### src/rtl/module_matrix_scanner_if.sv
// Keypad scanner bus: enable, scan-rate strobe and column sense lines in,
// row drive and debounced key event out. Grouped so the scanner and
// whatever sits on the pin side share one definition of the widths.
interface module_matrix_scanner_if #(
    parameter int ROWS = 4,
    parameter int COLS = 4
);
    localparam int RW = $clog2(ROWS);
    localparam int KW = $clog2(ROWS * COLS);

    logic            en_i;
    logic            refresh_i;
    logic [COLS-1:0] col_i;
    logic [ROWS-1:0] row_o;
    logic [RW-1:0]   conta_o;
    logic            key_valid_o;
    logic [KW-1:0]   key_code_o;
    logic            key_held_o;

    // Pin / controller side: drives enable, strobe and columns.
    modport master (
        output en_i,
        output refresh_i,
        output col_i,
        input  row_o,
        input  conta_o,
        input  key_valid_o,
        input  key_code_o,
        input  key_held_o
    );

    // Scanner side.
    modport slave (
        input  en_i,
        input  refresh_i,
        input  col_i,
        output row_o,
        output conta_o,
        output key_valid_o,
        output key_code_o,
        output key_held_o
    );
endinterface

### src/rtl/module_matrix_scanner.sv
// Row-scan sequencer for a ROWS x COLS matrix keypad. Drives a one-hot row
// strobe, synchronises the column lines and the scan-rate strobe, debounces
// both press and release over DEBOUNCE_TICKS refresh ticks and reports each
// accepted press as a one-cycle event carrying a linear key code.
module module_matrix_scanner #(
    parameter int ROWS           = 4,
    parameter int COLS           = 4,
    parameter int DEBOUNCE_TICKS = 4
) (
    input  logic                    clk,
    input  logic                    rst_n_i,
    module_matrix_scanner_if.slave  bus
);
    localparam int RW   = $clog2(ROWS);
    localparam int KW   = $clog2(ROWS * COLS);
    localparam int CW   = (COLS > 1) ? $clog2(COLS) : 1;
    localparam int CNTW = $clog2(DEBOUNCE_TICKS + 1);

    localparam logic [RW-1:0]   LAST_ROW = RW'(ROWS - 1);
    localparam logic [CNTW-1:0] CNT_ONE  = CNTW'(1);
    localparam logic [CNTW-1:0] CNT_DONE = CNTW'(DEBOUNCE_TICKS);
    localparam logic [KW-1:0]   COLS_K   = KW'(COLS);

    typedef enum logic [1:0] {
        SCAN,
        DEB_PRESS,
        PRESSED,
        DEB_REL
    } state_t;

    // Synchroniser and edge-history flops.
    logic            refSync1_q;
    logic            refSync2_q;
    logic            refHist_q;
    logic [COLS-1:0] colSync1_q;
    logic [COLS-1:0] colSync2_q;

    // Scanner state and registered outputs.
    state_t          state_q;
    logic [CNTW-1:0] cnt_q;
    logic [RW-1:0]   conta_q;
    logic [ROWS-1:0] row_q;
    logic [CW-1:0]   capCol_q;
    logic            keyValid_q;
    logic [KW-1:0]   keyCode_q;
    logic            keyHeld_q;

    // Derived combinational values.
    logic            tick;
    logic            hit;
    logic            capColSet;
    logic [CW-1:0]   activeCol;
    logic [RW-1:0]   conta_d;
    logic [ROWS-1:0] rowNext_d;
    logic [CNTW-1:0] cntInc_d;
    logic [KW-1:0]   pressCode_d;

    // Bring the asynchronous strobe and columns into the clock domain; the
    // whole chain freezes while disabled so no edge is invented on resume.
    always_ff @(posedge clk or negedge rst_n_i) begin
        if (!rst_n_i) begin
            refSync1_q <= 1'b0;
            refSync2_q <= 1'b0;
            refHist_q  <= 1'b0;
            colSync1_q <= '0;
            colSync2_q <= '0;
        end else if (bus.en_i) begin
            refSync1_q <= bus.refresh_i;
            refSync2_q <= refSync1_q;
            refHist_q  <= refSync2_q;
            colSync1_q <= bus.col_i;
            colSync2_q <= colSync1_q;
        end
    end

    assign tick      = bus.en_i & refSync2_q & ~refHist_q;
    assign hit       = |colSync2_q;
    assign capColSet = colSync2_q[capCol_q];
    assign cntInc_d  = cnt_q + CNT_ONE;
    assign conta_d   = (conta_q == LAST_ROW) ? '0 : conta_q + RW'(1);
    assign rowNext_d = ROWS'(1) << conta_d;

    // Lowest-numbered closed column wins when several are closed at once.
    always_comb begin
        activeCol = '0;
        for (int c = COLS - 1; c >= 0; c--) begin
            if (colSync2_q[c]) begin
                activeCol = CW'(c);
            end
        end
    end

    // Code for a press accepted this tick. During press debounce the active
    // column equals the captured one, so the live column serves both paths.
    assign pressCode_d = KW'(conta_q) * COLS_K + KW'(activeCol);

    // Scan / debounce state machine; all outputs are registered here.
    always_ff @(posedge clk or negedge rst_n_i) begin
        if (!rst_n_i) begin
            state_q    <= SCAN;
            cnt_q      <= '0;
            conta_q    <= '0;
            row_q      <= ROWS'(1);
            capCol_q   <= '0;
            keyValid_q <= 1'b0;
            keyCode_q  <= '0;
            keyHeld_q  <= 1'b0;
        end else begin
            keyValid_q <= 1'b0;
            if (tick) begin
                unique case (state_q)
                    SCAN: begin
                        if (hit) begin
                            capCol_q <= activeCol;
                            cnt_q    <= CNT_ONE;
                            if (DEBOUNCE_TICKS == 1) begin
                                state_q    <= PRESSED;
                                keyValid_q <= 1'b1;
                                keyCode_q  <= pressCode_d;
                                keyHeld_q  <= 1'b1;
                            end else begin
                                state_q <= DEB_PRESS;
                            end
                        end else begin
                            conta_q <= conta_d;
                            row_q   <= rowNext_d;
                        end
                    end
                    DEB_PRESS: begin
                        if (hit && (activeCol == capCol_q)) begin
                            cnt_q <= cntInc_d;
                            if (cntInc_d == CNT_DONE) begin
                                state_q    <= PRESSED;
                                keyValid_q <= 1'b1;
                                keyCode_q  <= pressCode_d;
                                keyHeld_q  <= 1'b1;
                            end
                        end else begin
                            // Bounce: give up and rescan this same row.
                            state_q <= SCAN;
                            cnt_q   <= '0;
                        end
                    end
                    PRESSED: begin
                        if (!capColSet) begin
                            if (DEBOUNCE_TICKS == 1) begin
                                state_q   <= SCAN;
                                cnt_q     <= '0;
                                keyHeld_q <= 1'b0;
                            end else begin
                                state_q <= DEB_REL;
                                cnt_q   <= CNT_ONE;
                            end
                        end
                    end
                    DEB_REL: begin
                        if (capColSet) begin
                            // Release bounce: same key, so no new event.
                            state_q <= PRESSED;
                        end else begin
                            cnt_q <= cntInc_d;
                            if (cntInc_d == CNT_DONE) begin
                                state_q   <= SCAN;
                                cnt_q     <= '0;
                                keyHeld_q <= 1'b0;
                            end
                        end
                    end
                endcase
            end
        end
    end

    assign bus.row_o       = row_q;
    assign bus.conta_o     = conta_q;
    assign bus.key_valid_o = keyValid_q & bus.en_i;
    assign bus.key_code_o  = keyCode_q;
    assign bus.key_held_o  = keyHeld_q;

endmodule

### src/flat_wrapper.sv
// flat-port wrapper written by rule: the top's interface ports become plain ports
module module_matrix_scanner_flat 
#(
    parameter int ROWS           = 4,
    parameter int COLS           = 4,
    parameter int DEBOUNCE_TICKS = 4
)
  (clk, rst_n_i, bus_en_i, bus_refresh_i, bus_col_i, bus_row_o, bus_conta_o, bus_key_valid_o, bus_key_code_o, bus_key_held_o);
  module_matrix_scanner_if #(.ROWS(ROWS), .COLS(COLS)) bus_i ();
  input  logic clk;
  input  logic rst_n_i;
  input wire logic [$bits(bus_i.en_i)-1:0] bus_en_i;
  input wire logic [$bits(bus_i.refresh_i)-1:0] bus_refresh_i;
  input wire logic [$bits(bus_i.col_i)-1:0] bus_col_i;
  output wire logic [$bits(bus_i.row_o)-1:0] bus_row_o;
  output wire logic [$bits(bus_i.conta_o)-1:0] bus_conta_o;
  output wire logic [$bits(bus_i.key_valid_o)-1:0] bus_key_valid_o;
  output wire logic [$bits(bus_i.key_code_o)-1:0] bus_key_code_o;
  output wire logic [$bits(bus_i.key_held_o)-1:0] bus_key_held_o;
  assign bus_i.en_i = bus_en_i;
  assign bus_i.refresh_i = bus_refresh_i;
  assign bus_i.col_i = bus_col_i;
  assign bus_row_o = bus_i.row_o;
  assign bus_conta_o = bus_i.conta_o;
  assign bus_key_valid_o = bus_i.key_valid_o;
  assign bus_key_code_o = bus_i.key_code_o;
  assign bus_key_held_o = bus_i.key_held_o;
  module_matrix_scanner #(.ROWS(ROWS), .COLS(COLS), .DEBOUNCE_TICKS(DEBOUNCE_TICKS)) u_core (.clk(clk), .rst_n_i(rst_n_i), .bus(bus_i));
endmodule
### config.mk
export PLATFORM = sky130hd
export DESIGN_NAME = module_matrix_scanner_flat
export DESIGN_NICKNAME = d
export VERILOG_FILES = /design/src/rtl/module_matrix_scanner_if.sv /design/src/rtl/module_matrix_scanner.sv /design/src/flat_wrapper.sv
export SDC_FILE = /design/constraint.sdc
export NUM_CORES = 1
export LEC_CHECK = 0
export BUFFER_PORTS_ARGS = -buffer_cell sky130_fd_sc_hd__buf_2
export CAP_MARGIN = 20
export CORE_AREA = 2 2 56 58
export CTS_CLUSTER_DIAMETER = 40
export CTS_CLUSTER_SIZE = 12
export DETAILED_ROUTE_END_ITERATION = 8
export DIE_AREA = 0 0 58 60
export GPL_ROUTABILITY_DRIVEN = 0
export GPL_TIMING_DRIVEN = 0
export PLACE_DENSITY = 0.73
export RECOVER_POWER = 100
export SYNTH_ARGS = -nofsm -noshare
export SYNTH_HDL_FRONTEND = slang
export SYNTH_SLANG_ARGS = --single-unit
export TNS_END_PERCENT = 10
### constraint.sdc
create_clock -name clk -period 2.46 [get_ports clk]
set_input_delay 0.246 -clock clk [delete_from_list [all_inputs] [get_ports clk]]
set_output_delay 0.246 -clock clk [all_outputs]
set_load 0.02 [all_outputs]
==> results.md <==
- The flow ran to the end, but the final reports show violations.
- The final reports fail on max-capacitance violations, max-slew violations.
- Dividing total power by cell area gives a power density of 625 nW/um^2.
- The number of storage elements in the synthesis netlist is 30.
- The die covers 3480 um^2.
- Traced cell by cell, the critical path runs through clkbuf_1, mux4_2, and2_0, a211o_1, a32o_1.
- Setup violations remaining at the end of the flow were counted as 0.
- The number of H-tree levels is 2.
- The count of endpoints failing hold in the final timing report is 0.
- The worst reg-to-reg path cell count is 5.
- The pin count of the biggest net entering global routing is 31.
- Of all nets on the critical path, the largest fanout is 10.
- Data on the critical path is required at its endpoint by 2680 ps.
- Once the floorplan was initialized, standard cells occupied 53.0% of the core.
- Once detailed placement completed, the half-perimeter wirelength came to 1.90 mm.
- Setup slack on the critical path of the routed design comes to 454 ps.
- The sum of overflow across all layers after global routing is 0.
- For this run, the total global-route usage over all layers was measured as 17.9%.
- During synthesis, Yosys emitted a total of 0 warnings.
- The routed design could run at a clock period as short as 2010 ps.
- Summed over all cells, the static leakage comes to 0.793 nW.
- The setup path with the least slack is of type flop to flop.
- Among all stages on the critical path, the largest delay is contributed by sky130_fd_sc_hd__mux4_2.
- The number of antenna violations at the first check in global routing was 0.
- The floorplan step defined a core boundary enclosing 2900 um^2.
- Setup repair after global routing left no endpoint under its margin.
- The arrival time of data at the critical path endpoint is 2220 ps.
- The number of buffers inserted by post-CTS setup repair is 0.
- In the final routed layout, each cell accounts on average for 13.5 um.
- Timing analysis after detailed placement gives a worst setup slack of 586 ps.
- The number of enable-type register cells in the synthesized netlist is 0.
- The die is 58 um wide.
- The startpoint kind of the worst setup timing path is a flop.
- The mean instance size in the synthesized netlist is 11.5 um^2.
- The per-cell via count in the routed design is 5.62.
- Buffers placed on the I/O ports in this run total 18.
- The overall via count from detail_route is 1,090.
- For the final routed database, the setup TNS stands at 0 ps.
- The worst register-to-register path begins at u_core.colSync2_q[1].
- The layout overhead on the synthesized area is 11.2%.
- In this run the most critical hold path is launched from bus_col_i[0].
- The clock tree from TritonCTS is built.
- Counting along the longest clock path gives a buffer depth of 2.
- The placement row count is 20.
- The tool flagged a number of max-cap violations equal to 1.
- The pre-antenna-repair detailed-routing pass consisted of 4 iterations.
- At the pin with the least slew margin, the transition time is 1560 ps.
- The via count of the first global-routing pass came to 1,025.
- The origin of the worst setup path is u_core.colSync2_q[1].
- The worst register-to-register path has a setup slack of 450 ps.
- The number of pins with negative max-slew slack in the final report was 31.
- For this run, the leading register cell type out of synthesis is sky130_fd_sc_hd__dfrtp_1.
- Derived from the worst setup path, the maximum achievable clock frequency is 0.498 GHz.
- After clock tree synthesis, the clock-pin slew on the worst setup and hold paths is 90 ps.
- When the netlist entered floorplanning its net count stood at 149.
- The area of the mapped netlist is 1540 um^2.
- Headroom to the max-slew limit came out at -4.03%.
- The clock network latency to the later pin of the worst-skew pair is 320 ps.
- After detailed routing, the number of remaining DRC violations is 0.
- The remaining antenna violation count is 0.
- The final-stage net count is 175.
- The kind of capture point of the worst setup path is a flop.
- The vertical die dimension is 60 um.
- Across the routed clock network, the largest skew measured is 7.68 ps.
- The number of primary I/O pins is 20.
- CTS placed an instance of sky130_fd_sc_hd__clkbuf_4 at the clock tree root.
- The first global-routing pass estimated 4.64 mm of wire.
- 0 antenna diodes ended up in the layout.
- Of the synthesized area, sequential elements account for 48.9%.
- The min-delay analysis places its worst path in the category input pin to flop.
- Of all flip-flops after synthesis, the portion carrying an async set or reset was 100%.
- CTS saw 30 sinks.
- The final clock period utilization by the worst path is 81.5%.
- The netlist uses 43 different library cells.
- In this design, the stage delay of the slowest critical-path cell is 550 ps.
- The share of post-route cells with drive strength above 1 is 23.0%.
- VDD sags by at most 0.485 mV.
- For this block, the initial DRC count from the detailed router was 32.
- Summed over all layers, the routed wires come to 2.63 mm.
- The hold path depth is 2.
- The filler cells instantiated in the layout total 263.
- Synthesis produced 134 cells.
- Buffers inserted during clock tree synthesis total 5.
## timing repair
action                     CTS  global route
hold buffers                 1             0
setup endpoints to repair    0             0
gates resized for setup      0             0
hold endpoints to repair    29             0
## worst max-delay path: cells and delay by family, from the launching register on
| kind | cells | cell delay [ps] |
|---|---|---|
| AOI/OAI and AO/OA | 2 | 550 |
| buffers and inverters | 1 | 220 |
| DFF | 1 | 370 |
| muxes | 1 | 550 |
| and+or+nand+nor | 1 | 200 |
## report_power, final
group,switching [mW],leakage (nW),internal [mW]
Sequential,0.0457,0.380,0.539
Combinational,0.0971,0.378,0.0857
Clock,0.164,0.0353,0.138
## cells in the mapped netlist (all sizes together), types with 3 or more instances
| master | number | area (um^2) |
|---|---|---|
| ha | 7 | 87.6 |
| a21oi | 3 | 18.8 |
| nand2 | 9 | 33.8 |
| dfrtp | 29 | 726 |
| nor2b | 4 | 32.5 |
| nor3 | 6 | 30.0 |
| o21ai | 7 | 35.0 |
| nor2 | 6 | 22.5 |
| nor4 | 3 | 18.8 |
| buf | 3 | 21.3 |
| mux2 | 19 | 214 |
| clkbuf | 4 | 16.3 |
| inv | 5 | 18.8 |
## cell type report
type	count	area (um^2)	area share, %
plain buffers	7	35.0	2.05
clock buffers	7	55.1	3.22
clock inverters	1	5.00	0.293
inverters	5	18.8	1.10
multi-input cells	92	719	42.1
flip-flops and latches	30	752	44.0
well taps	33	41.3	2.41
repair buffers	19	83.8	4.90
## layout by cell type (no fill, tap or decap), types with 2 or more instances in the layout
| cell type | count |
|---|---|
| sky130_fd_sc_hd__nor2b_1 | 4 |
| sky130_fd_sc_hd__nor4_1 | 3 |
| sky130_fd_sc_hd__nand3_1 | 2 |
| sky130_fd_sc_hd__nor2_1 | 6 |
| sky130_fd_sc_hd__nand2_1 | 9 |
| sky130_fd_sc_hd__inv_1 | 5 |
| sky130_fd_sc_hd__a21oi_1 | 2 |
| sky130_fd_sc_hd__mux2_2 | 19 |
| sky130_fd_sc_hd__mux2i_1 | 2 |
| sky130_fd_sc_hd__dfrtp_1 | 29 |
| sky130_fd_sc_hd__clkbuf_1 | 19 |
| sky130_fd_sc_hd__buf_2 | 6 |
| sky130_fd_sc_hd__clkbuf_4 | 5 |
| sky130_fd_sc_hd__nor3b_1 | 2 |
| sky130_fd_sc_hd__ha_1 | 7 |
| sky130_fd_sc_hd__o21ai_0 | 7 |
| sky130_fd_sc_hd__nor3_1 | 6 |
## sequential cells by signal (all words and copies together) (netlist names)
register               cells
u_core.bus.conta_o         2
u_core.bus.key_code_o      4
u_core.bus.key_held_o      1
u_core.bus.row_o           4
u_core.capCol_q            2
u_core.cnt_q               3
u_core.colSync1_q          4
u_core.colSync2_q          4
u_core.keyValid_q          1
u_core.refHist_q           1
u_core.refSync1_q          1
u_core.refSync2_q          1
u_core.state_q             2
## stage by stage
stage / instance area, um^2 / std cells / utilization (%) / total power [mW] / hold slack (ps)
after global placement: 1670 / 185 / 57.5 / 0.780 / 306
after CTS: 1740 / 194 / 59.9 / 1.10 / 134
after global routing: 1710 / 194 / 58.9 / 1.14 / 122
after detailed placement: 1670 / 185 / 57.5 / 0.792 / 316
final: 1710 / 194 / 58.9 / 1.07 / 153
after floorplan: 1540 / 134 / - / 0.736 / -49.6
## kinds of logic (layout without fill, tap and decap cells)
family                   Yosys count  after routing  share of synthesized area (%)
buffers and inverters             12             39                           3.66
flip-flops                        30             30                           48.9
adder cells (fa/ha/maj)            7              7                           5.70
multiplexers                      22             22                           16.7
AO/OA/AOI/OAI                     21             21                           9.44
XOR/XNOR                           1              1                          0.570
AND/OR/NAND/NOR                   41             41                           15.1
## final timing paths
check                                  endpoint
min in group asynchronous       u_core.cnt_q[2]
min                        u_core.colSync1_q[0]
max                             u_core.cnt_q[1]
max reg2reg                     u_core.cnt_q[1]
max in group asynchronous      u_core.refHist_q
min reg2reg                u_core.colSync2_q[2]
## metal layers
metal | vias up | wire length [um] | global-route usage (%)
li1 | 527 | - | -
met3 | 7 | 95 | 5.84
met5 | - | 0 | 0
met1 | 540 | 1240 | 22.5
met2 | 16 | 1250 | 28.9
met4 | 0 | 43 | 6.98
(Power assumes the default switching activity.)
